==> src/rtl/timer_ctrl_pkg.sv <==
// Shared types and constants for the period/repeat timer controller.
package timer_ctrl_pkg;

  typedef enum logic [1:0] {
    IDLE = 2'd0,
    ARM  = 2'd1,
    RUN  = 2'd2
  } state_t;

  localparam logic DIR_UP   = 1'b0;
  localparam logic DIR_DOWN = 1'b1;

endpackage

==> src/rtl/timer_ctrl_counter.sv <==
// Loadable up/down counter shared with the timer controller.
// Load has priority over enable; both act on the next rising edge.
module counter
  import timer_ctrl_pkg::*;
#(
  parameter int counter_size = 32
) (
  input  logic                    clk,
  input  logic                    res_n,
  input  logic                    enable,
  input  logic                    load,
  input  logic                    dir,
  input  logic [counter_size-1:0] cnt_in,
  output logic [counter_size-1:0] cnt_out,
  output logic                    overflow
);

  // Count register with synchronous active-low clear, load over enable
  always_ff @(posedge clk) begin
    if (!res_n) begin
      cnt_out  <= '0;
      overflow <= 1'b0;
    end else if (load) begin
      cnt_out  <= cnt_in;
      overflow <= 1'b0;
    end else if (enable) begin
      if (dir == DIR_UP) begin
        cnt_out  <= cnt_out + 1'b1;
        overflow <= &cnt_out;
      end else begin
        cnt_out  <= cnt_out - 1'b1;
        overflow <= (cnt_out == '0);
      end
    end else begin
      overflow <= 1'b0;
    end
  end

endmodule

==> src/rtl/timer_ctrl.sv <==
// Period/repeat timer controller: sequences the shared counter through
// load/enable/dir, emitting a tick per period and done after N periods.
module timer_ctrl
  import timer_ctrl_pkg::*;
#(
  parameter int COUNTER_SIZE = 32,
  parameter int REP_W        = 8
) (
  input  logic                    clk,
  input  logic                    res,
  input  logic                    start,
  input  logic                    stop,
  input  logic                    pause,
  input  logic                    dir_cfg,
  input  logic [COUNTER_SIZE-1:0] period,
  input  logic [REP_W-1:0]        repeat_n,
  output logic                    busy,
  output logic                    tick,
  output logic                    done,
  output logic                    err,
  output logic [COUNTER_SIZE-1:0] cnt_val
);

  state_t                  state_q, state_d;
  logic [COUNTER_SIZE-1:0] period_q;
  logic [REP_W-1:0]        rep_q;
  logic                    dir_q;
  logic [REP_W-1:0]        pcount_q;

  logic                    tick_d, done_d, err_d;
  logic                    latch, pcount_inc;
  logic                    cnt_load, cnt_en;
  logic [COUNTER_SIZE-1:0] start_val, term_val;
  logic [REP_W:0]          pcount_next;
  logic                    more;
  logic                    at_term;
  logic                    ovf_unused;

  // Start value and terminal value depend only on the latched direction
  assign start_val   = (dir_q == DIR_DOWN) ? (period_q - 1'b1) : '0;
  assign term_val    = (dir_q == DIR_DOWN) ? '0 : (period_q - 1'b1);
  assign at_term     = (cnt_val == term_val);
  // One bit wider so the +1 never wraps before comparing against N
  assign pcount_next = {1'b0, pcount_q} + {{REP_W{1'b0}}, 1'b1};
  assign more        = (rep_q == '0) || (pcount_next < {1'b0, rep_q});
  assign busy        = (state_q != IDLE);

  // Next-state, counter controls and registered-pulse requests
  always_comb begin
    state_d    = state_q;
    tick_d     = 1'b0;
    done_d     = 1'b0;
    err_d      = 1'b0;
    latch      = 1'b0;
    pcount_inc = 1'b0;
    cnt_load   = 1'b0;
    cnt_en     = 1'b0;
    case (state_q)
      IDLE: begin
        if (!stop && start) begin
          if (period != '0) begin
            latch   = 1'b1;
            state_d = ARM;
          end else begin
            err_d = 1'b1;
          end
        end
      end
      ARM: begin
        if (stop) begin
          state_d = IDLE;
        end else begin
          cnt_load = 1'b1;
          state_d  = RUN;
          err_d    = start;
        end
      end
      RUN: begin
        if (stop) begin
          state_d = IDLE;
        end else begin
          err_d = start;
          if (!pause) begin
            if (at_term) begin
              tick_d = 1'b1;
              if (more) begin
                cnt_load   = 1'b1;
                // With N = 0 the period count stays put, so it never wraps
                pcount_inc = (rep_q != '0);
              end else begin
                done_d  = 1'b1;
                state_d = IDLE;
              end
            end else begin
              cnt_en = 1'b1;
            end
          end
        end
      end
      default: state_d = IDLE;
    endcase
  end

  // FSM state and output pulse registers
  always_ff @(posedge clk) begin
    if (res) begin
      state_q <= IDLE;
      tick    <= 1'b0;
      done    <= 1'b0;
      err     <= 1'b0;
    end else begin
      state_q <= state_d;
      tick    <= tick_d;
      done    <= done_d;
      err     <= err_d;
    end
  end

  // Period counter: cleared on accepted start, advanced on each reload
  always_ff @(posedge clk) begin
    if (res) begin
      pcount_q <= '0;
    end else if (latch) begin
      pcount_q <= '0;
    end else if (pcount_inc) begin
      pcount_q <= pcount_q + 1'b1;
    end
  end

  // Configuration captured on accepted start; ignored while busy
  always_ff @(posedge clk) begin
    if (latch) begin
      period_q <= period;
      rep_q    <= repeat_n;
      dir_q    <= dir_cfg;
    end
  end

  counter #(
    .counter_size(COUNTER_SIZE)
  ) counter_I (
    .clk     (clk),
    .res_n   (~res),
    .enable  (cnt_en),
    .load    (cnt_load),
    .dir     (dir_q),
    .cnt_in  (start_val),
    .cnt_out (cnt_val),
    .overflow(ovf_unused)
  );

endmodule

==> config.mk <==
export PLATFORM = sky130hd
export DESIGN_NAME = timer_ctrl
export DESIGN_NICKNAME = d
export VERILOG_FILES = /design/src/rtl/timer_ctrl_pkg.sv /design/src/rtl/timer_ctrl_counter.sv /design/src/rtl/timer_ctrl.sv
export SDC_FILE = /design/constraint.sdc
export NUM_CORES = 1
export LEC_CHECK = 0
export BUFFER_PORTS_ARGS = -buffer_cell sky130_fd_sc_hd__buf_2
export CORE_MARGIN = 5
export CORE_UTILIZATION = 30
export CTS_CLUSTER_SIZE = 24
export DETAILED_ROUTE_END_ITERATION = 8
export PLACE_DENSITY = 0.53
export SYNTH_ARGS = -nofsm -noshare
export SYNTH_HDL_FRONTEND = slang
export SYNTH_SLANG_ARGS = --single-unit
export TNS_END_PERCENT = 30
==> constraint.sdc <==
create_clock -name clk -period 6.9 [get_ports clk]
set_input_delay 2.07 -clock clk [delete_from_list [all_inputs] [get_ports clk]]
set_output_delay 2.07 -clock clk [all_outputs]
set_load 0.02 [all_outputs]
Word-level counts from Yosys, hierarchy flattened
Index checks and enable logic that the tools add are counted.
Widths: inputs -> output; s select.

word-level totals
  output and inout port bits = 36
  input bits = 46
  register bits after elaboration = 86
  logic and storage cells = 76

cells by class
  add/sub/neg operators = 5
  equality and inequality tests = 8
  bitwise logic cells = 2
  reduce and logical (&&, ||, !) cells = 14
  multiplexer cells = 37
  $lt $le $gt $ge = 1

operators with widths
  operator               count
  $mux 32                5
  $sub 32x1->32 const B  2
  $add 32x1->32 const B  1
  $eq 32x32->1           1
  $reduce_bool 32->1     1
  $mux 1                 22
  $mux 2                 7
  $add 8x1->9 const B    1
  $lt 9x8->1             1
  $ne 3x3->1 const B     3
  $add 8x1->8 const B    1
  $logic_not 8->1        1
  $reduce_bool 8->1      1
  $pmux 2 s3             1
  $reduce_and 5->1       1
  $reduce_or 5->1        1
  $ne 2x2->1 const B     2
  $pmux 1 s2             2
  $reduce_bool 2->1      2
  $reduce_or 2->1        2
  $reduce_or 4->1        1
  $eq 2x1->1 const B     1
  $eq 2x2->1 const B     1
  $logic_not 2->1        1
  4 further kinds        5

Logic depth before layout (Yosys ltp)
Gate-level depths: netlist of run 1.

  depth in word-level cells = 9
  depth in mapped cells = 16

By module
From an unflattened synthesis of run 1, not the netlist that was laid out.

unflattened totals
  cell total of the unflattened synthesis = 943
  area, all modules = 7813.7 um2

modules (own cells, without submodules)
  module      times used  cells each  area each (um2)
  timer_ctrl  1           520         4486.8
  counter     1           423         3326.9

Worst setup path before layout of run 1
No wires, ideal clock.

  path type = input -> register
  start = input port stop
  end = register pcount_q[1]
  library setup time = 0.124 ns
  arrival = 5.899 ns
  stages = 5
  path slack = 0.877 ns
  data required time = 6.776 ns
  cells stage by stage = nand2b_1 -> nor3_1 -> nor2_1 -> nand2_1 -> mux2i_1

on the way
  cells in the longest elaborated chain, start to end = 5
  elaborated cells between the ends (all ways) = 7
  classes of those cells = mux: 4; reduce/logical: 3

RTL lines
  element                           line               source
  start, declared                   timer_ctrl.sv:12   input logic stop,
  $logic_not 1->1                   timer_ctrl.sv:60   if (!stop && start) begin
  $logic_and 1x1->1                 timer_ctrl.sv:60
  $mux 1                            timer_ctrl.sv:60
  $mux 1                            timer_ctrl.sv:58   case (state_q)
  named net latch                   timer_ctrl.sv:31   logic latch, pcount_inc;
  $reduce_or 2->1 (no source line)  -
  end signal, assigned              timer_ctrl.sv:126  pcount_q <= pcount_q + 1'b1;
  end, declared                     timer_ctrl.sv:28   logic [REP_W-1:0] pcount_q;

The timed path passes the listed nets, and every way through them passes these cells.
A chain may end at the register's enable or synchronous reset.

Worst setup path after layout of run 1
  start = register period_q[6]
  end = register counter_I.cnt_out[14]

on the way
  cells in the longest elaborated chain, start to end = 8
  elaborated cells between the ends (all ways) = 14
  classes of those cells = add/sub: 1; eq/ne: 1; mux: 11; reduce/logical: 1

RTL lines
  element                                       line                                source
  start, declared                               timer_ctrl.sv:25                    logic [COUNTER_SIZE-1:0] period_q;
  start signal, assigned                        timer_ctrl.sv:133                   period_q <= period;
  $sub 32x1->32 *                               timer_ctrl.sv:40, timer_ctrl.sv:41
  $mux 32                                       timer_ctrl.sv:41                    assign term_val = (dir_q == DIR_DOWN) ? '0 : (period_q - 1'b1);
  $eq 32x32->1                                  timer_ctrl.sv:42                    assign at_term = (cnt_val == term_val);
  $mux 1                                        timer_ctrl.sv:84                    if (at_term) begin
  $mux 1                                        timer_ctrl.sv:83                    if (!pause) begin
  $mux 1                                        timer_ctrl.sv:79                    if (stop) begin
  $pmux 1 s2 or $mux 1 (tied branches)          timer_ctrl.sv:58
  $mux 32 or $reduce_bool 2->1 (tied branches)  -
  end signal, assigned                          timer_ctrl_counter.sv:24            cnt_out <= cnt_in;
  end signal, assigned                          timer_ctrl_counter.sv:28            cnt_out <= cnt_out + 1'b1;
  end signal, assigned                          timer_ctrl_counter.sv:31            cnt_out <= cnt_out - 1'b1;
  end, declared                                 timer_ctrl_counter.sv:14            output logic [counter_size-1:0] cnt_out,

Mark *: on every way between the ends. The rest lies on a longest branch, timed or not.

==> results.json, run 1 <==
{
  "dp_hpwl_um": 16600,
  "htreeDepth": 3,
  "power.switching_uw": 318,
  "fp-row-count": 56,
  "yosysSeqAreaShare": 0.302,
  "path_class": "register to register",
  "grt_pass1_vias": 5956,
  "gp_congestion": 0.863,
  "synth_top_family_by_area": "simple AND/OR/NAND/NOR gates",
  "first_pass_iters": 5,
  "diodes": 0,
  "drive_above_1_share": 0.145,
  "slowest_stage": "o21ai_4",
  "dpl_worst_slack_ns": 1.40,
  "crit_required_ns": 7.11,
  "cts_buffers": 9,
  "start_util": 0.303,
  "fp.dieH_um": 163,
  "rsz0062_at_grt": "false",
  "power_density_nw_per_um2": 147,
  "final_common_cell": "buf_2",
  "fin_skew_ns": 0.00746,
  "leakage_nw": 3.32,
  "insertion_delay_ns": 0.34,
  "track_usage": 0.157,
  "synthesis.area_um2": 7070,
  "netlist.area_leader.share": 0.174,
  "ctsRootBufferMaster": "clkbuf_16",
  "ios": 82,
  "worst_pin_slew_ns": 1.20,
  "fin_nets": 965,
  "highest_layer": "met4",
  "portBuffers": 81,
  "hp-class": "register to register",
  "cp-start-kind": "register",
  "arrival_ns": 5.78,
  "p_int_uw": 866,
  "tritoncts": "built",
  "synth_fp_nets": 896,
  "ant_nets": 0,
  "endpoint_kind": "register",
  "yosys_warnings": 0,
  "wl_met1_um": 10800,
  "die_area_um2": 26700,
  "hold_viol_final": 0,
  "path_clk_slew_ns": 0.06,
  "cts.repair.resized": 0,
  "ys.flop_type": "dfxtp_1",
  "ir_drop_mv": 0.0958,
  "post-cts-setup-buffers": 0,
  "post-route-period-util": 0.807,
  "yosys-mux-area-fraction": 0.0544,
  "grt_max_degree": 53,
  "synth-seq-cells": 86,
  "fin_ws_ns": 1.33,
  "synth-simple-area-share": 0.222,
  "finalSetupViolCount": 0,
  "switching_share": 0.269,
  "critPathMaxFanout": 32,
  "final_cell_mix": "81 x buf_2, 60 x a21oi_1, 58 x nor2_1, 45 x dfxtp_1, 43 x ha_1",
  "drc": 0,
  "place_inst": 1183,
  "clock.fmax_mhz": 180,
  "path_cells": "nor4_4 -> nand4_1 -> nor3_1 -> mux2_2 -> o32ai_1 -> o2111ai_1 -> or4b_4 -> o21ai_4 -> buf_4 -> mux2i_1 -> o22ai_1",
  "hold_ws_ns": 0.491,
  "vias_per_cell": 5.30,
  "period_needed_ns": 5.57,
  "status": "completed",
  "antenna_found_initial": 0,
  "syn_area_per_cell_um2": 8.77,
  "slowest_delay_ns": 0.93,
  "seq_power_share": 0.486,
  "ys_types": 83,
  "synth_top_area_cell": "edfxtp_1",
  "holdBufCountCts": 0,
  "relSlewSlack": 0.196,
  "synth_compound_area_frac": 0.213,
  "drv_cap": 0,
  "synth-xor-area-share": 0.0908,
  "drtIter0Drc": 475,
  "p_comb_frac": 0.150,
  "setup-tns-final_ns": 0,
  "worst_path_dominant_cell_family": "simple AND/OR/NAND/NOR gates",
  "wl_per_cell_um": 17.6,
  "synth-edff-count": 41,
  "grt_pass1_wl_um": 33500,
  "clockPowerShare": 0.364,
  "synthCells": 806,
  "core-area_um2": 23300,
  "cts_buffer_depth": 2,
  "met3WireLength_um": 772,
  "area_growth_pct": 14.0,
  "slew_violations": 0,
  "finalPower_mw": 1.18,
  "die_w_um": 163,
  "post_synth_main_area_contributors": "edfxtp_1 17%, dfxtp_1 13%, ha_1 7.6%",
  "synth-adder-area-share": 0.0790,
  "cts_sinks": 86,
  "wl_um": 21100,
  "overflow": 0,
  "ys_async_sr_fraction": 0,
  "path_buf_inv": 1,
  "dr_wl_met2_um": 9230,
  "layout.cells.non_filler": 1199,
  "vias": 6357
}
==> path summary, 6_finish.rpt <==
path                             from  slack, ns                            endpoint  cells past startpoint
min          pcount_q[1]$_SDFFE_PP0P_       0.49            pcount_q[1]$_SDFFE_PP0P_                      2
min reg2reg  pcount_q[1]$_SDFFE_PP0P_       0.49            pcount_q[1]$_SDFFE_PP0P_                      2
max reg2reg     period_q[6]$_DFFE_PP_       1.33  counter_I.cnt_out[14]$_SDFFE_PP0P_                     11
max             period_q[6]$_DFFE_PP_       1.33  counter_I.cnt_out[14]$_SDFFE_PP0P_                     11
==> state kept, by name (all words and copies together), names as in the netlist <==
register	count
done	1
pcount_q	8
rep_q	8
tick	1
period_q	32
counter_I.cnt_out	32
state_q	2
dir_q	1
err	1
==> Yosys cell counts, types with 13 or more instances <==
cell and count:
dfxtp_1 45, nand4_1 15, edfxtp_1 41, nor3_1 23, inv_1 37, nor4_1 26
clkbuf_1 22, a21oi_1 60, ha_1 43, or3_1 16, nor2_1 58, o21ai_0 41
xnor2_1 36, nand3_1 15, o22ai_1 13, mux2i_1 35, nand2_1 36, a211oi_1 16
xor2_1 27
==> worst reg2reg max path, cell delays in order, from the launching register on <==
cell,delay [ns]
edfxtp_1,0.52
nor4_4,0.58
nand4_1,0.60
nor3_1,0.57
mux2_2,0.39
o32ai_1,0.45
o2111ai_1,0.24
or4b_4,0.55
o21ai_4,0.93
buf_4,0.31
mux2i_1,0.21
o22ai_1,0.10
==> final cells by class <==
class | instances | area, µm²
fill | 2428 | 15300
multi-input combinational | 652 | 4660
sequential | 86 | 2130
timing repair buffer | 89 | 465
tap | 319 | 399
clock buffer | 13 | 240
inverter | 37 | 139
clock inverter | 3 | 11.3
==> power by group through the flow <==
stage | clock network, mW | logic [mW] | registers, mW
2_1_floorplan | 0 | 0.121 | 0.582
3_3_place_gp | 0 | 0.177 | 0.587
3_5_place_dp | 0 | 0.176 | 0.587
4_1_cts | 0.444 | 0.178 | 0.575
5_1_grt | 0.468 | 0.198 | 0.578
6_report | 0.431 | 0.178 | 0.576
==> per-stage QoR <==
stage	utilization	area, µm²
after floorplan	-	7070
after global placement	0.334	7800
after detailed placement	0.334	7800
after CTS	0.345	8050
after global routing	0.345	8050
final	0.345	8050
==> per-layer routing <==
layer,vias to the layer above,GRT usage
met2,139,0.238
li1,3224,-
met4,0,0.0465
met5,-,0
met1,2976,0.236
met3,18,0.0156
==> cell families (layout without fill, tap and decap cells) <==
kind of cell	Yosys count	in the layout
DFF	86	86
and+or+nand+nor	278	278
adders and majority gates	44	44
buffers and inverters	68	142
muxes	38	38
AOI/OAI and AO/OA	225	225
xor gates and xnor gates	67	67
No activity file was read; power rests on OpenSTA's default activity.
==> run 2, diff against run 1 <==
==> constraint.sdc (replaced) <==
create_clock -name clk -period 5.5 [get_ports clk]
set_input_delay 1.65 -clock clk [delete_from_list [all_inputs] [get_ports clk]]
set_output_delay 1.65 -clock clk [all_outputs]
set_load 0.02 [all_outputs]
==> run 2 against run 1 <==
Against the previous run:
- combinational power rose by 26%
- routed wire length rose by 0.47%
- hold slack worse by 0.0025 ns
- sequential cell count stayed put
- global-route usage about the same
- sequential power up 26%
- register-to-register slack got worse by 0.77 ns
- cell area is 1.2% higher
- critical path type unchanged
==> results.json, run 2 (synthesis gave the netlist of run 1 again) <==
{
  "status": "completed",
  "area_growth_pct": 15.3,
  "clock.fmax_mhz": 203,
  "vias": 6434,
  "power_density_nw_per_um2": 194,
  "tritoncts": "built",
  "vias_per_cell": 5.34,
  "path_clk_slew_ns": 0.06,
  "dp_hpwl_um": 16700,
  "endpoint_kind": "register",
  "crit_required_ns": 5.76,
  "critPathMaxFanout": 32,
  "relSlewSlack": 0.502,
  "post-cts-setup-buffers": 0,
  "core-area_um2": 23300,
  "ant_nets": 0,
  "ios": 82,
  "cp_common_cell": "buf_4",
  "rr_worst_depth": 12,
  "drv_cap": 0,
  "post-route-period-util": 0.898,
  "drc": 0,
  "die_w_um": 163,
  "path_cells": "nor4_4 -> nand4_1 -> buf_4 -> nor4_1 -> xor2_1 -> a2111oi_0 -> o32ai_1 -> or4b_4 -> o21ai_4 -> buf_4 -> mux2_2 -> o22ai_1",
  "antenna_found_initial": 0,
  "holdBufCountCts": 0,
  "fp.dieH_um": 163,
  "worst_pin_slew_ns": 0.728,
  "fillers": 2425,
  "grt_pass1_wl_um": 33500,
  "grt_pass1_vias": 6057,
  "drive_above_1_share": 0.154,
  "cp-start-kind": "register",
  "setup-tns-final_ns": 0,
  "hold_ws_ns": 0.489,
  "insertion_delay_ns": 0.35,
  "fin_skew_ns": 0.00807,
  "overflow": 0,
  "arrival_ns": 5.20,
  "path_class": "register to register",
  "ir_drop_mv": 0.132,
  "ctsRootBufferMaster": "clkbuf_16",
  "leakage_nw": 3.37,
  "cts.repair.resized": 0,
  "final_common_cell": "buf_2",
  "final_cell_mix": "81 x buf_2, 60 x a21oi_1, 58 x nor2_1, 45 x dfxtp_1, 43 x ha_1",
  "grt_max_degree": 51,
  "fin_nets": 970,
  "wl_um": 21200,
  "track_usage": 0.158,
  "die_area_um2": 26700,
  "slowest_stage": "or4b_4",
  "holdPathStages": 2,
  "start_util": 0.303,
  "gp_congestion": 0.865,
  "wl_per_cell_um": 17.6,
  "htreeDepth": 3,
  "slew_violations": 0,
  "drtIter0Drc": 574,
  "period_needed_ns": 4.94,
  "diodes": 0,
  "first_pass_iters": 5,
  "rsz0062_at_grt": "false",
  "cts_buffer_depth": 2,
  "hold_viol_final": 0,
  "slowest_delay_ns": 0.59,
  "reg_top3": "counter_I.cnt_out x32, period_q x32",
  "cts_buffers": 9,
  "hp-class": "register to register",
  "cts_sinks": 86,
  "finalSetupViolCount": 0,
  "fp-row-count": 56,
  "portBuffers": 81
}
[run 2: stage by stage]
stage	area, µm²	power, mW	setup slack, ns	util	std cells
detailed placement	7840	0.959	0.630	0.336	1188
global placement	7840	0.960	0.699	0.336	1188
CTS	8150	1.60	0.608	0.349	1204
finish	8150	1.58	0.563	0.349	1204
global route	8150	1.66	0.227	0.349	1204
floorplan	7070	0.881	1.32	-	806
[run 2: where the power goes]
part | total [mW] | internal [mW] | leakage (nW) | switching (mW)
logic | 0.224 | 0.0909 | 2.48 | 0.133
registers | 0.723 | 0.694 | 0.745 | 0.0294
clock network | 0.635 | 0.392 | 0.145 | 0.243
total | 1.58 | 1.18 | 3.37 | 0.406
[run 2: metal layers]
metal / vias to the layer above / track usage / part of all wire
met2: 180 / 0.230 / 0.42
met1: 2993 / 0.239 / 0.51
met4: 0 / 0.0480 / 0.022
li1: 3236 / - / -
met3: 25 / 0.0225 / 0.048
met5: - / 0 / 0
[run 2: path summary, 6_finish.rpt]
path / start / endpoint / slack, ns
min: pcount_q[1]$_SDFFE_PP0P_ / pcount_q[1]$_SDFFE_PP0P_ / 0.49
max: period_q[6]$_DFFE_PP_ / counter_I.cnt_out[5]$_SDFFE_PP0P_ / 0.56
min reg2reg: pcount_q[1]$_SDFFE_PP0P_ / pcount_q[1]$_SDFFE_PP0P_ / 0.49
max reg2reg: period_q[6]$_DFFE_PP_ / counter_I.cnt_out[5]$_SDFFE_PP0P_ / 0.56
[run 2: layout make-up]
class	instances	area, µm²	share of cell area
clock inverters	6	76.3	0.00937
flip-flops and latches	86	2130	0.262
inverters	37	139	0.0170
clock buffers	10	229	0.0281
well taps	319	399	0.0490
repair buffers	94	503	0.0617
multi-input cells	652	4670	0.573
[run 2: worst max-delay path: cells and delay by family, from the launching register on]
kind	cells	cell delay [ns]
simple gates	4	1.91
xor+xnor	1	0.16
flops	1	0.54
compound gates	4	1.08
buf+inv	2	0.73
mux	1	0.39
